**config.mk**
```make
export PLATFORM = sky130hd
export DESIGN_NAME = term_evaluator
export DESIGN_NICKNAME = d
export VERILOG_FILES = /design/src/rtl/term_evaluator.sv
export SDC_FILE = /design/constraint.sdc
export NUM_CORES = 1
export LEC_CHECK = 0
export ABC_AREA = 1
export ABC_CLOCK_PERIOD_IN_PS = 3200
export BUFFER_PORTS_ARGS = -buffer_cell sky130_fd_sc_hd__buf_2
export CORE_AREA = 4 4 137 165
export DETAILED_ROUTE_END_ITERATION = 10
export DIE_AREA = 0 0 141 169
export GPL_TIMING_DRIVEN = 0
export PLACE_DENSITY = 0.55
export SYNTH_ARGS = -nofsm -noshare
export SYNTH_HDL_FRONTEND = slang
export SYNTH_SLANG_ARGS = --single-unit
```
**constraint.sdc**
```tcl
create_clock -name clk -period 3.2 [get_ports clk]
set_input_delay 0.16 -clock clk [delete_from_list [all_inputs] [get_ports clk]]
set_output_delay 0.16 -clock clk [all_outputs]
set_load 0.005 [all_outputs]
```
**src/rtl/term_evaluator.sv**
```systemverilog
// Sequential evaluator for one polynomial term: result = coef * x^exp, computed
// by repeated multiplication at one multiply per clock, with overflow and range flags.
module term_evaluator #(
  parameter int RW      = 32,
  parameter int MAX_EXP = 14
) (
  input  logic          clk,
  input  logic          rst,
  input  logic          start,
  input  logic [7:0]    coef,
  input  logic [7:0]    exp,
  input  logic [3:0]    x,
  output logic          busy,
  output logic          done,
  output logic [RW-1:0] result,
  output logic          overflow,
  output logic          err
);

  typedef enum logic {IDLE, MULT} state_t;

  state_t          state, state_next;
  logic [RW-1:0]   acc;
  logic [3:0]      cnt;
  logic [3:0]      xr;
  logic            reject;
  logic            legal;
  logic            accept;
  logic            reject_set;
  logic [RW+3:0]   p;

  assign legal = (exp <= 8'(MAX_EXP));
  assign p     = (RW+4)'(acc) * (RW+4)'(xr);
  assign busy  = (state == MULT);

  // A rejected start holds the FSM in IDLE for one cycle so its done pulse
  // lands with the same latency as an exp=0 evaluation.
  always_comb begin
    state_next = state;
    accept     = 1'b0;
    reject_set = 1'b0;
    case (state)
      IDLE: begin
        if (start && !reject) begin
          if (legal) begin
            accept     = 1'b1;
            state_next = MULT;
          end else begin
            reject_set = 1'b1;
          end
        end
      end
      MULT: begin
        if (cnt == 4'd0) state_next = IDLE;
      end
      default: state_next = IDLE;
    endcase
  end

  always_ff @(posedge clk) begin
    if (rst) begin
      state    <= IDLE;
      acc      <= '0;
      cnt      <= '0;
      xr       <= '0;
      reject   <= 1'b0;
      done     <= 1'b0;
      result   <= '0;
      overflow <= 1'b0;
      err      <= 1'b0;
    end else begin
      state  <= state_next;
      done   <= 1'b0;
      reject <= reject_set;
      if (accept) begin
        acc      <= RW'(coef);
        cnt      <= exp[3:0];
        xr       <= x;
        overflow <= 1'b0;
        err      <= 1'b0;
      end
      if (reject) begin
        done     <= 1'b1;
        result   <= '0;
        err      <= 1'b1;
        overflow <= 1'b0;
      end
      if (state == MULT) begin
        if (cnt != 4'd0) begin
          // Truncate each step; any bits above RW mark the final value as wrapped.
          acc      <= p[RW-1:0];
          overflow <= overflow | (|p[RW+3:RW]);
          cnt      <= cnt - 4'd1;
        end else begin
          result <= acc;
          done   <= 1'b1;
        end
      end
    end
  end

endmodule

```
==> impl_metrics.tcl, run 1 <==
set metrics [dict create \
    power_w 0.00234 \
    ios 59 \
    syn_area_per_cell_sq_um 6.24 \
    cts-root-buf "clkbuf_16" \
    ys_seq_area_share_pct 19.6 \
    dieArea_sq_um 23800 \
    synth_cell_types 46 \
    multi_input_area_sq_um 6340 \
    crit_top_cell "inv_2" \
    wirelength_um 26300 \
    violations "negative setup slack" \
    fp.dieH_um 169 \
    ys_warn_count 0 \
    irDropWorstVdd_mv 0.215 \
    grt_setup_unrepaired "true" \
    r2r-start "xr[3]" \
    cp.required_ns 3.42 \
    cts.path.max_buffers 2 \
    hpwl_um 19000 \
    yosys-top-cells-area "dfxtp_1 (20%), nand2_1 (19%), fa_1 (15%)" \
    antenna_found_initial 0 \
    fin_ws_ns -0.259 \
    synth.cell_area_sq_um 7860 \
    syn_inst 1260 \
    reg2reg_slack_ns -0.26 \
    powerDensity_nw_per_um2 214 \
    cp_num_buf_inv 5 \
    cts_buffers 9 \
    core-area_sq_um 20900 \
    rr_endpoint "acc[30]" \
    synth_nets 1384 \
    cap_violations 0 \
    htree_levels 3 \
    cp_top_family "adder cells" \
    max_freq_mhz 289 \
    fin_crit_sh_pct 108 \
    drc 0 \
    drv_slew 0 \
    grt_pass1_vias 8235 \
    setup.worst_path.end_class "flip-flop" \
    clock_skew_ns 0.00822 \
    drt-initial-drc-count 422 \
    regArea_sq_um 1550 \
    crit_path_max_incr_delay_ns 0.55 \
    grt_overflow 0 \
    synth.most_common_cell "nand2_1" \
    insertion_delay_ns 0.35 \
    grt_pass1_wl_um 41800 \
    dr.pass1.iters 7 \
    crit_start "xr[3]" \
    leakage_nw 6.07 \
    routedWlPerCell_um 15.8 \
    synth_top_area_share_pct 19.6 \
    grt_usage_pct 21.9 \
    crit_chain "clkbuf_16 -> nand2_4 -> fa_1 -> inv_2 -> fa_1 -> inv_2 -> fa_2 -> inv_2 -> nand2_2 -> nand2_2 -> nand3_2 -> nand2_4 -> inv_2 -> o21bai_4 -> nand3_2 -> nand2_1 -> nand2_1 -> nand3_2 -> a21oi_2" \
    grt_max_degree 15 \
    syn_to_final_growth_pct 39.2 \
    die_x_um 141 \
    crit_path_start_kind "flip-flop" \
    synth_area_leader_cell "dfxtp_1" \
    finalHoldViolations 0 \
    num_vias 8158 \
    layout.nets 1516 \
    cts_tree "done" \
    gp_congestion 0.951 \
    rr_worst_depth 19 \
    outcome "complete, but fails checks" \
    path_class "flip-flop to flip-flop" \
    finalSetupViolations 21 \
    port-buffer-count 57 \
    async_flop_share_pct 0 \
    tightest_slew_ns 0.734 \
    min_path_cells 3 \
    crit_arrival_ns 3.68 \
    final.min_clock_period_ns 3.46 \
    detail_route.vias_per_cell 4.89 \
    drive_above_1_share_pct 31.1 \
    ys_ff_latch 77 \
    synth_common_cells "nand2_1 (398), inv_1 (295), a21oi_1 (101)" \
    final_util_pct 52.4 \
    hp-class "primary input to flip-flop" \
    hp-start "exp[6]" \
    synth_ff_type "dfxtp_1" \
    antennaDiodeCount 0 \
    synth-edff-count 0 \
    cts_sinks 77 \
    ant_nets 0 \
    fillers 2057 \
    path_clk_slew_ns 0.07 \
    initial_utilization_pct 37.6 \
    cp_max_fo 8 \
    slowest_stage "fa_1" \
    rows 58 \
    whs_endpoint "reject" \
    slew_headroom_pct 51.0 \
]
-- placed cells by master, fill, tap and decap left out, drive strengths merged --
cell type / Yosys / routed
a21oi: 102 / 102
clkbuf: 31 / 38
nand3b: 6 / 6
dfxtp: 77 / 77
bufinv: 0 / 3
o21bai: 8 / 8
o221ai: 2 / 2
a21o: 1 / 1
a2111oi: 1 / 1
a21boi: 1 / 1
clkinv: 0 / 2
nand4: 5 / 5
nor3: 10 / 10
o21ai: 30 / 30
o22ai: 1 / 1
buf: 10 / 133
nor2: 77 / 77
ha: 41 / 41
o211ai: 4 / 4
a31oi: 1 / 1
or2: 8 / 8
o21a: 1 / 1
xnor2: 3 / 3
nor3b: 2 / 2
fa: 60 / 60
inv: 299 / 301
nand2: 404 / 404
nand3: 75 / 75
-- worst max path at each step --
stage | end | cells after the start | slack [ns]
6_report | acc[30] | 19 | -0.26
5_1_grt | acc[30] | 19 | -0.44
4_1_cts | acc[29] | 19 | -0.25
3_5_place_dp | overflow | 20 | -0.73
3_3_place_gp | overflow | 20 | -0.74
2_1_floorplan | overflow | 23 | -0.02
-- area by class of cell --
class	instances	share of cell area (%)
Clock inverter	7	1.11
Timing Repair Buffer	123	8.06
Inverter	299	10.4
Buffer	39	3.18
Clock buffer	9	2.06
Multi-Input combinational cell	843	58.0
Sequential cell	77	14.2
Tap cell	270	3.09
-- per-stage QoR --
step | cell area, sq um | std cells | setup slack [ns] | hold WS [ns] | setup TNS, ns
final | 10900 | 1667 | -0.259 | 0.0358 | -3.37
after global routing | 10900 | 1667 | -0.442 | 0.0663 | -7.30
after CTS | 10300 | 1653 | -0.247 | 0.0291 | -3.20
after detailed placement | 8560 | 1587 | -0.725 | 0.401 | -13.15
after global placement | 8560 | 1587 | -0.740 | 0.399 | -13.54
after floorplan | 7940 | 1260 | -0.0155 | 0.305 | -0.0227
-- flip-flops by register name, indices dropped and copies added, names as in the netlist --
| signal | count |
|---|---|
| acc | 32 |
| result | 32 |
| cnt | 4 |
| xr | 4 |
| busy | 1 |
| done | 1 |
| err | 1 |
| overflow | 1 |
| reject | 1 |
-- cells by family after synthesis --
group / Yosys count / share of synthesized area, %
buf+inv: 340 / 16.6
compound gates: 152 / 10.5
fa+ha+maj: 101 / 21.8
xor+xnor: 3 / 0.334
flops: 77 / 19.6
simple gates: 587 / 31.1
-- worst reg2reg max path, cell delays in order (launching register included) --
cell and delay (ns):
dfxtp_4 0.44, clkbuf_16 0.21, nand2_4 0.06, fa_1 0.55
inv_2 0.04, fa_1 0.54, inv_2 0.05, fa_2 0.40
inv_2 0.09, nand2_2 0.07, nand2_2 0.08, nand3_2 0.09
nand2_4 0.11, inv_2 0.05, o21bai_4 0.14, nand3_2 0.13
nand2_1 0.09, nand2_1 0.06, nand3_2 0.08, a21oi_2 0.06
-- report_power, final --
group          leakage [nW]  internal [W]  switching (W)
Clock                 0.170      0.000769       0.000477
Combinational          5.28     0.0000424      0.0000826
Sequential            0.623      0.000962     0.00000805
Total                  6.07       0.00177       0.000568
-- what timing repair did --
| action | CTS | global route |
|---|---|---|
| setup buffers | 47 | 16 |
| hold buffers | 0 | 0 |
| endpoints found under the setup margin | 28 | 28 |
| gates cloned | 3 | 2 |
| pin swaps | 88 | 107 |
| resized for setup | 238 | 155 |
-- routing by layer --
layer	share of wire, %	wire length, um	GRT usage [%]	vias up
met5	0	0	0	-
met4	2.9	761	7.46	0
met3	3.7	985	2.77	50
met2	52	13500	39.6	164
met1	42	11000	26.8	3892
li1	-	-	-	4052
(Power assumes the default switching activity.)
==> run 2: changes to the inputs <==
--- a/config.mk
+++ b/config.mk
@@ -6,13 +6,13 @@
 export NUM_CORES = 1
 export LEC_CHECK = 0
 export ABC_AREA = 1
-export ABC_CLOCK_PERIOD_IN_PS = 3200
+export ABC_CLOCK_PERIOD_IN_PS = 3800
 export BUFFER_PORTS_ARGS = -buffer_cell sky130_fd_sc_hd__buf_2
 export CORE_AREA = 4 4 137 165
 export DETAILED_ROUTE_END_ITERATION = 10
 export DIE_AREA = 0 0 141 169
 export GPL_TIMING_DRIVEN = 0
-export PLACE_DENSITY = 0.55
+export PLACE_DENSITY = 0.53
 export SYNTH_ARGS = -nofsm -noshare
 export SYNTH_HDL_FRONTEND = slang
 export SYNTH_SLANG_ARGS = --single-unit
==> constraint.sdc (replaced) <==
create_clock -name clk -period 3.8 [get_ports clk]
set_input_delay 0.19 -clock clk [delete_from_list [all_inputs] [get_ports clk]]
set_output_delay 0.19 -clock clk [all_outputs]
set_load 0.005 [all_outputs]
==> impl_metrics.tcl, run 2 (synthesized netlist as in run 1, its figures left out) <==
set metrics [dict create \
    drv_slew 0 \
    dr.pass1.iters 5 \
    rr_endpoint "overflow" \
    fillers 2340 \
    cts_hold_buf 0 \
    hold_ws_ns 0.0838 \
    finalHoldViolations 0 \
    drt-initial-drc-count 330 \
    cts_buffers 9 \
    max_freq_mhz 277 \
    combPwrFrac_pct 4.9 \
    grt_usage_pct 20.9 \
    cp.required_ns 4.05 \
    regArea_sq_um 1550 \
    die_x_um 141 \
    place_area_sq_um 8480 \
    initial_utilization_pct 37.6 \
    grt_max_degree 15 \
    setup.worst_path.end "overflow" \
    insertion_delay_ns 0.36 \
    fin_crit_sh_pct 95.1 \
    tightest_slew_ns 0.708 \
    final_common_cell "nand2_1" \
    rr_worst_depth 22 \
    dieArea_sq_um 23800 \
    crit_arrival_ns 3.86 \
    reg2reg_slack_ns 0.19 \
    path_class "flip-flop to flip-flop" \
    htree_levels 3 \
    drive_above_1_share_pct 11.3 \
    fp.dieH_um 169 \
    ios 59 \
    grt_pass1_wl_um 39800 \
    finalInstanceArea_sq_um 9010 \
    final.min_clock_period_ns 3.61 \
    cts-root-buf "clkbuf_16" \
    cp_max_fo 10 \
    post-place-cells 1587 \
    layout.nets 1452 \
    powerDensity_nw_per_um2 210 \
    wirelength_um 24100 \
    final_cell_mix "nand2_1 (389), inv_1 (294), a21oi_1 (93), dfxtp_1 (74), nand3_1 (73)" \
    leakage_nw 5.13 \
    stdcell_count 1603 \
    outcome "completed" \
    hp-class "primary input to flip-flop" \
    internal_power_w 0.00142 \
    power.switching_w 0.000471 \
    seqPwrFrac_pct 43.2 \
    grt_pass1_vias 7756 \
    routedWlPerCell_um 15.1 \
    crit_start "xr[3]" \
    cts_tree "done" \
    rows 58 \
    multi_input_area_sq_um 5140 \
    hpwl_um 19000 \
    gp_congestion 0.944 \
    clock_skew_ns 0.0109 \
    grt_overflow 0 \
    r2r-start "xr[3]" \
    path_clk_slew_ns 0.07 \
    cts.path.max_buffers 2 \
    antennaDiodeCount 0 \
    reg_top3 "acc (32), result (32)" \
    detail_route.vias_per_cell 4.77 \
    drc 0 \
    p_clk_share_pct 51.9 \
    slew_headroom_pct 52.8 \
    swShare_pct 25.0 \
    ant_nets 0 \
    cap_violations 0 \
    setup_tns_ns 0 \
    finalSetupViolations 0 \
    cts_sinks 77 \
    crit_path_start_kind "flip-flop" \
    port-buffer-count 57 \
    syn_to_final_growth_pct 14.7 \
    core-area_sq_um 20900 \
    num_vias 7651 \
    antenna_found_initial 0 \
    final_util_pct 43.1 \
    grt_setup_unrepaired "true" \
    setup.worst_path.end_class "flip-flop" \
    irDropWorstVdd_mv 0.224 \
]
## run 2: changes by cell type in the layout (fill, tap and decap cells not counted), sizes merged
cell      previous run  this run
clkbuf              38        31
inv                301       300
bufinv               3         2
clkinv               2         3
clkinvlp             0         1
buf                133        76
## run 2: worst min path at each step
| stage | slack, ns | start | cells past startpoint | end |
|---|---|---|---|---|
| 2_1_floorplan | 0.33 | exp[6] | 2 | reject |
| 3_3_place_gp | 0.43 | exp[6] | 3 | reject |
| 3_5_place_dp | 0.45 | exp[4] | 3 | reject |
| 4_1_cts | 0.07 | exp[4] | 3 | reject |
| 5_1_grt | 0.08 | exp[6] | 3 | reject |
| 6_report | 0.08 | x[3] | 3 | xr[3] |
## run 2: cell type report
type	instances	share of cell area, %
well taps	270	3.75
clock buffers	9	2.50
inverters	299	12.5
plain buffers	38	2.53
multi-input cells	843	57.0
flip-flops and latches	77	17.2
repair buffers	60	3.42
clock inverters	7	1.10
## run 2: layer usage
metal	wire length [um]	vias to the layer above	share of wire (%)	GRT usage (%)
met5	0	-	0	0
met4	413	0	1.7	5.82
met3	755	26	3.1	2.46
met2	12300	129	51	37.7
met1	10700	3583	44	26.3
li1	-	3913	-	-
## run 2: repair_timing
action,in CTS,in global routing
gates resized for setup,23,41
pin swaps,0,3
setup endpoints to repair,30,18
setup buffers,0,3
endpoints found under the hold margin,0,0
cloned,0,0
## run 2: worst max-delay path, stage by stage (launching register included)
cell      delay (ns)
dfxtp_4         0.37
clkbuf_8        0.21
nand2_1         0.08
inv_1           0.05
fa_1            0.53
inv_1           0.06
fa_1            0.52
inv_1           0.05
ha_1            0.35
nand2_1         0.12
inv_1           0.06
nand2_1         0.14
inv_1           0.06
a21oi_1         0.19
nand2_1         0.11
nand2_2         0.10
nand2_1         0.06
nand2_1         0.05
nand2_1         0.05
nor2_1          0.11
nand2_1         0.06
nor2_1          0.12
nor2_1          0.05
## run 2: power groups by stage
stage	Sequential, W	Combinational (W)	Clock [W]
after floorplan	0.000833	0.0000487	0
after global placement	0.000834	0.0000928	0
after detailed placement	0.000834	0.0000931	0
after CTS	0.000816	0.0000942	0.000999
after global routing	0.000817	0.000102	0.00103
final	0.000816	0.0000928	0.000979
## run 2: through the flow
step | worst slack, ns | total power, W
6_report | 0.186 | 0.00189
5_1_grt | -0.0773 | 0.00195
4_1_cts | 0.00769 | 0.00191
3_5_place_dp | -0.954 | 0.000927
3_3_place_gp | -0.944 | 0.000927
2_1_floorplan | 0.293 | 0.000882
==> run 3: changes to the inputs <==
--- a/config.mk
+++ b/config.mk
@@ -8,11 +8,12 @@
 export ABC_AREA = 1
 export ABC_CLOCK_PERIOD_IN_PS = 3800
 export BUFFER_PORTS_ARGS = -buffer_cell sky130_fd_sc_hd__buf_2
-export CORE_AREA = 4 4 137 165
+export CORE_AREA = 4 4 166 136
 export DETAILED_ROUTE_END_ITERATION = 10
-export DIE_AREA = 0 0 141 169
+export DIE_AREA = 0 0 170 140
 export GPL_TIMING_DRIVEN = 0
 export PLACE_DENSITY = 0.53
+export RECOVER_POWER = 100
 export SYNTH_ARGS = -nofsm -noshare
 export SYNTH_HDL_FRONTEND = slang
 export SYNTH_SLANG_ARGS = --single-unit
==> impl_metrics.tcl, run 3 (synthesized netlist as in run 1, its figures left out) <==
set metrics [dict create \
    irDropWorstVdd_mv 0.158 \
    port-buffer-count 57 \
    grt_pass1_wl_um 39000 \
    grt_setup_unrepaired "true" \
    p_clk_share_pct 49.5 \
    swShare_pct 27.9 \
    die_x_um 170 \
    fin_crit_sh_pct 94.7 \
    tightest_slew_ns 1.05 \
    drt-initial-drc-count 457 \
    syn_to_final_growth_pct 14.0 \
    max_freq_mhz 278 \
    path_clk_slew_ns 0.08 \
    cts-root-buf "clkbuf_16" \
    core-area_sq_um 21100 \
    crit_arrival_ns 3.88 \
    cap_violations 0 \
    drt-met1-wl_um 12700 \
    slew_headroom_pct 29.7 \
    hold_ws_ns 0.0722 \
    fp.dieH_um 140 \
    gp_congestion 0.910 \
    grt_max_degree 17 \
    hp-class "primary input to flip-flop" \
    powerDensity_nw_per_um2 201 \
    combPwrFrac_pct 5.1 \
    dieArea_sq_um 23800 \
    antenna_found_initial 0 \
    seqPwrFrac_pct 45.4 \
    wirelength_um 24100 \
    grt_overflow 0 \
    reg_top3 "acc (32), result (32)" \
    setup.worst_path.end_class "flip-flop" \
    cts_hold_buf 0 \
    ios 59 \
    clock_skew_ns 0.0122 \
    cts_tree "done" \
    wl_met3_um 1140 \
    outcome "completed" \
    cts_buffers 9 \
    drc 0 \
    layout.nets 1452 \
    post-place-cells 1592 \
    power.switching_w 0.000501 \
    detail_route.vias_per_cell 4.74 \
    final_common_cell "nand2_1" \
    cts_sinks 77 \
    final_cell_mix "nand2_1 (391), inv_1 (294), a21oi_1 (91), dfxtp_1 (74), nand3_1 (72)" \
    drive_above_1_share_pct 9.98 \
    grt_usage_pct 20.7 \
    leakage_nw 5.04 \
    htree_levels 3 \
    path_class "flip-flop to flip-flop" \
    internal_power_w 0.00130 \
    cp.required_ns 4.08 \
    drv_slew 0 \
    initial_utilization_pct 37.3 \
    rows 48 \
    finalHoldViolations 0 \
    dr.pass1.iters 4 \
    grt_pass1_vias 7364 \
    hpwl_um 19200 \
    ant_nets 0 \
    highest_layer "met4" \
    stdcell_count 1608 \
    finalSetupViolations 0 \
    routedWlPerCell_um 15.0 \
    cp_max_fo 10 \
    crit_path_start_kind "flip-flop" \
    final.min_clock_period_ns 3.60 \
    cts.path.max_buffers 2 \
    power_w 0.00180 \
    num_vias 7615 \
    wl_met2_um 10100 \
    insertion_delay_ns 0.35 \
    antennaDiodeCount 0 \
    final_util_pct 42.5 \
]
run 3: cell count changes in the layout (fill, tap and decap cells not counted), sizes merged:
cell      previous run  this run
clkbuf              31        51
inv                300       301
clkinvlp             1         2
bufinv               2         0
buf                 76        56
run 3: timing repair:
action / CTS / global route
cloned: 0 / 0
pin swaps: 0 / 2
resized for setup: 22 / 54
setup endpoints to repair: 30 / 16
buffers inserted: 0 / 3
hold endpoints to repair: 0 / 0
run 3: worst max-delay path, stage by stage, from the launching register on:
cell	delay [ns]
dfxtp_1	0.30
inv_1	0.11
ha_1	0.16
inv_1	0.04
or2_2	0.28
nor2_1	0.80
nor2_4	0.19
clkinvlp_2	0.38
nand2_1	0.26
clkinvlp_2	0.38
clkbuf_2	0.37
nand2_1	0.09
a21oi_1	0.14
run 3: routing by layer:
metal / GRT usage (%) / vias up
li1: - / 3909
met1: 31.7 / 3538
met2: 31.1 / 154
met3: 2.91 / 14
met4: 3.78 / 0
met5: 0 / -
run 3: final timing paths:
check | from | endpoint | slack [ns] | cells after the start
worst max-delay path | cnt[0] | acc[30] | 0.20 | 12
worst min-delay path | exp[6] | reject | 0.07 | 3
worst max register to register | cnt[0] | acc[30] | 0.20 | 12
worst min register to register | result[13] | result[13] | 0.46 | 2
run 3: area by class of cell:
type,count,area [sq um]
plain buffers,38,213
clock buffers,9,225
multi-input cells,843,5150
repair buffers,60,285
clock inverters,7,66.3
flip-flops and latches,77,1550
well taps,275,344
fillers,2335,12100
inverters,299,1120
run 3: metrics by stage:
stage	setup TNS [ns]	setup WS [ns]	instance area, sq um
final	0	0.202	8960
after global routing	-0.0864	-0.0500	8960
after CTS	0	0.0133	8820
after detailed placement	-16.27	-1.02	8490
after global placement	-15.74	-1.01	8490
after floorplan	0	0.293	7860
run 3: power groups by stage:
stage	Combinational [W]	Sequential [W]	Clock, W
after global placement	0.0000931	0.000834	0
final	0.0000916	0.000816	0.000890
after detailed placement	0.0000934	0.000834	0
after CTS	0.0000936	0.000816	0.000915
after global routing	0.000100	0.000817	0.000944
after floorplan	0.0000487	0.000833	0
